--- config.mk ---
export PLATFORM = sky130hd
export DESIGN_NAME = core_mem_arbiter
export DESIGN_NICKNAME = d
export VERILOG_FILES = /design/src/rtl/core_mem_arbiter_pkg.sv /design/src/rtl/core_mem_arbiter_rr_arbiter.sv /design/src/rtl/core_mem_arbiter.sv
export SDC_FILE = /design/constraint.sdc
export NUM_CORES = 2
export LEC_CHECK = 0
export BUFFER_PORTS_ARGS = -buffer_cell sky130_fd_sc_hd__buf_2
export CAP_MARGIN = 20
export CORE_AREA = 2 2 483 389
export CTS_CLUSTER_DIAMETER = 40
export DETAILED_ROUTE_END_ITERATION = 10
export DIE_AREA = 0 0 485 391
export GPL_TIMING_DRIVEN = 0
export PLACE_DENSITY_LB_ADDON = 0.05
export SLEW_MARGIN = 30
export SYNTH_ARGS = -nofsm -noshare
export SYNTH_HDL_FRONTEND = slang
export SYNTH_SLANG_ARGS = --single-unit
--- constraint.sdc ---
create_clock -name clk -period 4.4 [get_ports clk]
set_input_delay 0.22 -clock clk [delete_from_list [all_inputs] [get_ports clk]]
set_output_delay 0.22 -clock clk [all_outputs]
set_load 0.05 [all_outputs]
--- src/rtl/core_mem_arbiter_pkg.sv ---
// Shared encodings and FSM states for the multi-port memory responder.
`ifndef CMA_SLICE
`define CMA_SLICE(i, w) (i)*(w) +: (w)
`endif

package core_mem_arbiter_pkg;
  localparam logic [1:0] EN_IDLE = 2'b00;
  localparam logic [1:0] EN_RD   = 2'b01;
  localparam logic [1:0] EN_WR   = 2'b10;

  typedef enum logic [1:0] {ST_IDLE, ST_ACCESS, ST_DONE} state_t;

  // 2'b11 is accepted as a write
  function automatic logic is_write(input logic [1:0] en);
    return (en == EN_WR) || (en == (EN_WR | EN_RD));
  endfunction
endpackage

--- src/rtl/core_mem_arbiter_rr_arbiter.sv ---
// Round-robin pick over N_PORTS requesters; search starts one past the last grant.
module rr_arbiter #(
  parameter int N_PORTS = 4,
  parameter int IDX_W   = (N_PORTS > 1) ? $clog2(N_PORTS) : 1
) (
  input  logic               clk,
  input  logic               reset,
  input  logic [N_PORTS-1:0] req,
  input  logic               take,
  output logic               found,
  output logic [IDX_W-1:0]   pick
);
  localparam int REQ_W = 1 << IDX_W;

  logic [IDX_W-1:0] last_grant;
  logic [REQ_W-1:0] req_p;

  // pad so any IDX_W-bit index is in range
  assign req_p = REQ_W'(req);

  always_comb begin
    int c;
    logic [IDX_W-1:0] ci;
    c     = 0;
    ci    = '0;
    found = 1'b0;
    pick  = '0;
    for (int k = 1; k <= N_PORTS; k++) begin
      c = int'(last_grant) + k;
      if (c >= N_PORTS) c = c - N_PORTS;
      ci = IDX_W'(c);
      if (!found && req_p[ci]) begin
        found = 1'b1;
        pick  = ci;
      end
    end
  end

  always_ff @(posedge clk) begin
    if (!reset) last_grant <= IDX_W'(N_PORTS - 1);
    else if (take && found) last_grant <= pick;
  end
endmodule

--- src/rtl/core_mem_arbiter.sv ---
// Shared on-chip RAM serving N_PORTS core memory ports, one transaction at a time.
`ifndef CMA_SLICE
`define CMA_SLICE(i, w) (i)*(w) +: (w)
`endif

module core_mem_arbiter
  import core_mem_arbiter_pkg::*;
#(
  parameter int N_PORTS = 4,
  parameter int DATA_W  = 8,
  parameter int ADDR_W  = 8,
  parameter int DEPTH   = 256,
  parameter int LATENCY = 1
) (
  input  logic                        clk,
  input  logic                        reset,
  input  logic [2*N_PORTS-1:0]        enable_bus,
  input  logic [ADDR_W*N_PORTS-1:0]   addr_bus,
  input  logic [DATA_W*N_PORTS-1:0]   wr_data_bus,
  output logic [N_PORTS-1:0]          ready_bus,
  output logic [DATA_W*N_PORTS-1:0]   rd_data_bus,
  output logic                        busy
);
  localparam int IDX_W  = (N_PORTS > 1) ? $clog2(N_PORTS) : 1;
  localparam int CNT_W  = $clog2(LATENCY + 1);
  localparam int RAM_AW = (DEPTH > 1) ? $clog2(DEPTH) : 1;
  localparam logic [CNT_W-1:0]   CNT_LAST = CNT_W'(LATENCY - 1);
  localparam logic [N_PORTS-1:0] PORT0    = N_PORTS'(1);

  logic [DATA_W-1:0] mem [DEPTH];

  state_t            state;
  logic [CNT_W-1:0]  cnt;
  logic [IDX_W-1:0]  gidx;
  logic              gwr;
  logic [ADDR_W-1:0] gaddr;
  logic [DATA_W-1:0] gdata;

  logic [N_PORTS-1:0] req;
  logic               found;
  logic [IDX_W-1:0]   pick;
  logic [1:0]         sel_en;
  logic [ADDR_W-1:0]  sel_addr;
  logic [DATA_W-1:0]  sel_data;
  logic               in_range;
  logic               last_cyc;
  logic               commit;
  logic [RAM_AW-1:0]  ram_idx;

  for (genvar i = 0; i < N_PORTS; i++) begin : g_req
    assign req[i] = enable_bus[`CMA_SLICE(i, 2)] != EN_IDLE;
  end

  rr_arbiter #(.N_PORTS(N_PORTS), .IDX_W(IDX_W)) u_rr (
    .clk   (clk),
    .reset (reset),
    .req   (req),
    .take  (state == ST_IDLE),
    .found (found),
    .pick  (pick)
  );

  assign sel_en   = enable_bus[`CMA_SLICE(pick, 2)];
  assign sel_addr = addr_bus[`CMA_SLICE(pick, ADDR_W)];
  assign sel_data = wr_data_bus[`CMA_SLICE(pick, DATA_W)];

  assign in_range = {1'b0, gaddr} < (ADDR_W + 1)'(DEPTH);
  assign ram_idx  = gaddr[RAM_AW-1:0];
  assign last_cyc = (cnt == CNT_LAST);
  // reset gating drops a write whose commit cycle coincides with reset
  assign commit   = reset && (state == ST_ACCESS) && last_cyc && gwr && in_range;

  always_ff @(posedge clk) begin
    if (commit) mem[ram_idx] <= gdata;
  end

  always_ff @(posedge clk) begin
    if (!reset) begin
      state       <= ST_IDLE;
      cnt         <= '0;
      gidx        <= '0;
      gwr         <= 1'b0;
      gaddr       <= '0;
      gdata       <= '0;
      ready_bus   <= '0;
      rd_data_bus <= '0;
      busy        <= 1'b0;
    end else begin
      ready_bus <= '0;
      case (state)
        ST_IDLE: begin
          if (found) begin
            gidx  <= pick;
            gwr   <= is_write(sel_en);
            gaddr <= sel_addr;
            gdata <= sel_data;
            cnt   <= '0;
            state <= ST_ACCESS;
            busy  <= 1'b1;
          end
        end
        ST_ACCESS: begin
          if (last_cyc) begin
            if (!gwr)
              rd_data_bus[`CMA_SLICE(gidx, DATA_W)] <= in_range ? mem[ram_idx] : '0;
            ready_bus <= PORT0 << gidx;
            state     <= ST_DONE;
          end else begin
            cnt <= cnt + 1'b1;
          end
        end
        ST_DONE: begin
          state <= ST_IDLE;
          busy  <= 1'b0;
        end
        default: begin
          state <= ST_IDLE;
          busy  <= 1'b0;
        end
      endcase
    end
  end
endmodule

# Yosys cells after proc, flatten, opt, wreduce, memory -nomap -nowiden

Memories as Yosys holds them, arrays and structs flattened. A register that Yosys moved wholly into a read port is not among the register bits.
Index checks and enable logic that the tools add are counted.

Add/sub/neg operators: 10
Order comparisons: 8
Eq/ne operators: 5
Shift-type cells: 6
Mux-type cells: 33
Bitwise logic cells: 4
Reductions and logical operators: 23

Operators with widths:

| cell                      | count |
|---|---|
| $shiftx A32 B6 Y8         | 2 |
| $neg A5 Y34               | 1 |
| $shift A8 B34 Y32 const A | 1 |
| $shiftx A8 B34 Y32        | 1 |
| $bwmux W32                | 1 |
| $mux W2                   | 10 |
| $mux W8                   | 2 |
| $mux W1                   | 13 |
| $lt A2 B3 Y1 const B      | 4 |
| $reduce_bool A2 Y1        | 5 |
| $ge A3 B3 Y1 const B      | 3 |
| $bmux W1 S2               | 4 |
| $reduce_and A2 Y1         | 4 |
| $shiftx A8 B4 Y2          | 1 |
| $sub A2 B1 Y2 const B     | 4 |
| $logic_and A1 B1 Y1       | 7 |
| $add A2 B2 Y3 const B     | 2 |
| $add A2 B3 Y4 const B     | 1 |
| $eq A2 B2 Y1 const B      | 2 |
| $ge A4 B3 Y1 const B      | 1 |
| $ne A2 B2 Y1 const B      | 2 |
| $not A1 Y1                | 4 |
| $pmux W1 S2               | 2 |
| $pmux W2 S2               | 1 |
| 9 further kinds           | 11 |

Register bits: 61
RAM bits: 2048
Input port bits: 74
Output and inout port bits: 37
Logic and storage cells: 100
Memories kept: 1

Memory list:

| name | depth | width | rd ports | clocked after memory_dff | wr ports | line                   | RTL |
|---|---|---|---|---|---|---|---|
| mem  | 256   | 8     | 1        | 1                        | 1        | core_mem_arbiter.sv:30 | `logic [DATA_W-1:0] mem [DEPTH];` |

# Depth between registers and ports, before layout

Depth in word-level cells: 18
Gate-level depth with buffers: 12
Depth with buffers taken out: 7

# Cells and area by module

From an unflattened synthesis, not the netlist that was laid out.

Cells, all modules: 4098
Area, all modules: 82982.1 um^2

Modules (own cells, without submodules):

| module           | times used | cells an instance | area an instance (um^2) | sequential area each (um^2) |
|---|---|---|---|---|
| core_mem_arbiter | 1          | 4075              | 82814.4                 | 62820.2 |
| rr_arbiter       | 1          | 23                | 167.7                   | 40.0 |

# Least setup slack after synthesis

OpenSTA, ideal clock, no wires.

Kind: reg-to-reg
From: reg gdata[0]
To: mem mem[0][0], data pin
Setup time: 0.856 ns
Arrival: 3.397 ns
Required time: 3.544 ns
Slack: 0.147 ns
Stages on the path, launching flop included: 1
Path buffers: 0
Period minus slack after synthesis: 4.253 ns
Path through: dfxtp_1

RTL lines:

| what                     | line                   | RTL |
|---|---|---|
| start: declaration       | core_mem_arbiter.sv:37 | `logic [DATA_W-1:0] gdata;` |
| start signal: assignment | core_mem_arbiter.sv:96 | `gdata <= sel_data;` |
| end: declaration         | core_mem_arbiter.sv:30 |  |

No word-level cell before the write port.

==> flow_metrics.tcl <==
set metrics [dict create \
    grt_setup_unrepaired "no" \
    synth_enable_flop_cells 2048 \
    reg2reg_slack_ns -0.15 \
    async_flop_share_pct 0 \
    fin_setup_tns_ns -1.29 \
    routed_wl_um 325000 \
    ant_nets 0 \
    gp_congestion 0.971 \
    seq_area_um2 62900 \
    cts_tree "done" \
    hold_class "primary input to flip-flop" \
    critPathMostFrequentCell "buf_12" \
    crit_chain "buf_6, buf_12, buf_12, inv_2, buf_4, mux2i_1, o2111ai_1, nor4_1, a211oi_4, buf_12, a22o_1" \
    numCtsBuffers 274 \
    wl_per_cell_um 45.0 \
    maxCapViolCount 0 \
    holdPathStages 6 \
    cpPeakStageDelay_ns 0.72 \
    tightest_slew_ns 1.19 \
    final_hold_viol_count 0 \
    synth_cell_type_count 85 \
    grt_pass1_vias 44500 \
    grt_usage_pct 34.2 \
    grt_max_degree 67 \
    clockRootBuffer "clkbuf_16" \
    cpLargestDelayFamily "buffers and inverters" \
    setup_ws_ns -0.151 \
    synth_area_leader_cell "edfxtp_1" \
    synth_area_leaders "edfxtp_1, mux4_2, mux2i_1" \
    coreArea_um2 186000 \
    drc_errors 0 \
    vias_per_cell 6.64 \
    overflow 0 \
    synth-warning-count 0 \
    violations "setup timing" \
    multi_input_comb_area_um2 18900 \
    ys_ff_latch 2116 \
    layout_min_cycle_time_ns 4.55 \
    clkLatencyLatePin_ns 0.93 \
    layout_common_cells "edfxtp_1, mux4_2, clkbuf_16" \
    seq_area_frac_synth_pct 75.9 \
    syn_nets 4146 \
    whs_ns 0.125 \
    die_area_um2 190000 \
    nNetsFinal 4654 \
    h-tree-depth 5 \
    start_kind "flip-flop" \
    synth_cells 4067 \
    p_total_mw 54.0 \
    synth_area_um2 82800 \
    clk_pin_slew_worst_paths_ns 0.06 \
    finalCritPeriodShare_pct 103 \
    vias 47900 \
    critPathBufInv 6 \
    p_per_area_nw_per_um2 552 \
    syn_avg_cell_area_um2 20.4 \
    final-max-slew-violation-count 0 \
    required_ns 5.20 \
    std_cell_rows 142 \
    synth_top_area_share_pct 74.3 \
    syn_to_final_growth_pct 18.2 \
    dr.pass1.iters 6 \
    crit_arrival_ns 5.35 \
    final-setup-viol-count 27 \
    run_status "complete, but fails checks" \
    slew_headroom_pct 20.3 \
    crit_cells 11 \
    dp_hpwl_um 220000 \
    cp-end-kind "flip-flop" \
    place_worst_setup_slack_ns -0.829 \
    crit_type "flip-flop to flip-flop" \
    fmax_mhz 220 \
    path_max_fanout 10 \
    ff2ff_path_depth 11 \
    dieWidth_um 485 \
    leakage_nw 31.1 \
    cpMaxStageDelayCell "mux2i_1" \
    cts_buffer_depth 4 \
    max-vdd-ir-drop_uv 378 \
    antenna_found_initial 21 \
    io_buffers 110 \
    fillers 14600 \
    final_common_cell "edfxtp_1" \
    initial_utilization_pct 44.6 \
    die_h_um 391 \
    final_layout_size_suffix_gt1_share_pct 29.3 \
    synth_ff_type "edfxtp_1" \
    finalClockSkew_ns 0.0448 \
    drtIter0Drc 8396 \
    pin_count 111 \
    grt_pass1_wl_um 424000 \
    clock_sinks 2116 \
]
-- logic make-up after synthesis --
group                    synth area share (%)
AO/OA/AOI/OAI                            3.34
XOR/XNOR                               0.0106
adder cells (fa/ha/maj)                0.0756
buffers and inverters                    1.85
flip-flops                               75.9
multiplexers                             15.4
AND/OR/NAND/NOR                          3.42
-- layout make-up --
type / instances / area share [%]
Tap cell: 2448 / 3.13
Sequential cell: 2116 / 64.3
Clock buffer: 316 / 7.30
Inverter: 11 / 0.0448
Clock inverter: 145 / 1.48
Multi-Input combinational cell: 1713 / 19.3
Antenna cell: 9 / 0.0230
Buffer: 225 / 1.71
Timing Repair Buffer: 234 / 2.76
-- stage by stage --
stage                     std cells  instance area [µm²]  utilization (%)
after detailed placement       6693                88300             47.6
after global placement         6625                86400             46.5
final                          7217                97800             52.7
after global routing           7209                97800             52.7
after CTS                      7207                97700             52.6
after floorplan                4067                82800                -
-- state kept, by name, indices dropped and copies added, names as in the netlist, 2 cells and up, named ones only --
register and cells:
rd_data_bus 32, ready_bus 4, gdata 8, gidx 2
gaddr 8, u_rr.last_grant 2, mem 2048, state 2
-- power breakdown --
| group | leakage (nW) | total (mW) | switching [mW] | internal, mW |
|---|---|---|---|---|
| combinational | 7.71 | 9.24 | 6.52 | 2.72 |
| sequential | 19.3 | 23.1 | 0.211 | 22.8 |
| clock | 4.14 | 21.7 | 8.80 | 12.9 |
| total | 31.1 | 54.0 | 15.5 | 38.4 |
-- worst paths after layout --
check                                                  from                            to
worst min register to register  rd_data_bus[4]$_SDFFE_PN0P_   rd_data_bus[4]$_SDFFE_PN0P_
worst max register to register                    flip-flop  rd_data_bus[10]$_SDFFE_PN0P_
worst max-delay path                              flip-flop  rd_data_bus[10]$_SDFFE_PN0P_
worst min-delay path                          enable_bus[2]          gidx[0]$_SDFFE_PN0N_
-- timing repair --
item,CTS,global route
setup buffers,0,1
resized for setup,66,4
pin swaps,1,1
hold buffers,55,0
endpoints found under the setup margin,32,44
hold endpoints to repair,57,0
-- per-layer routing --
layer | GRT usage [%] | wire length (µm) | vias up
li1 | - | - | 18000
met4 | 15.0 | 16100 | 6
met2 | 46.5 | 134000 | 3381
met1 | 50.0 | 133000 | 25900
met5 | 0 | 42 | -
met3 | 11.2 | 41900 | 645
-- cell usage after synthesis (6+ instances only) --
| master | number |
|---|---|
| o22ai_1 | 63 |
| or4_1 | 10 |
| buf_6 | 29 |
| o221ai_1 | 28 |
| a21oi_1 | 78 |
| and3_1 | 8 |
| dfxtp_1 | 68 |
| a211oi_1 | 8 |
| nand3_1 | 31 |
| nand2b_1 | 10 |
| o2bb2ai_1 | 6 |
| o211ai_1 | 24 |
| nand2_1 | 150 |
| o21ai_1 | 14 |
| mux2_2 | 31 |
| clkbuf_1 | 77 |
| buf_2 | 71 |
| nor2b_1 | 20 |
| edfxtp_1 | 2048 |
| a22o_1 | 11 |
| a32o_1 | 10 |
| nor3_1 | 30 |
| o31ai_1 | 8 |
| buf_4 | 32 |
| nor4_1 | 15 |
| nor2_1 | 303 |
| o21ai_0 | 28 |
| nor3b_1 | 9 |
| and2_1 | 8 |
| or3_1 | 6 |
| nand4_1 | 6 |
| a221oi_1 | 7 |
| mux4_2 | 441 |
| mux4_1 | 20 |
| a31oi_1 | 6 |
| buf_12 | 11 |
| mux2i_1 | 192 |
| a22oi_1 | 73 |
-- tightest hold or removal path, cell delays in order --
cell and delay, ns:
buf_2 0.09, nor2_1 0.08, nand2_1 0.07, o221ai_1 0.19, xor2_1 0.21, a211oi_1 0.10
No activity file was read; power rests on OpenSTA's default activity.
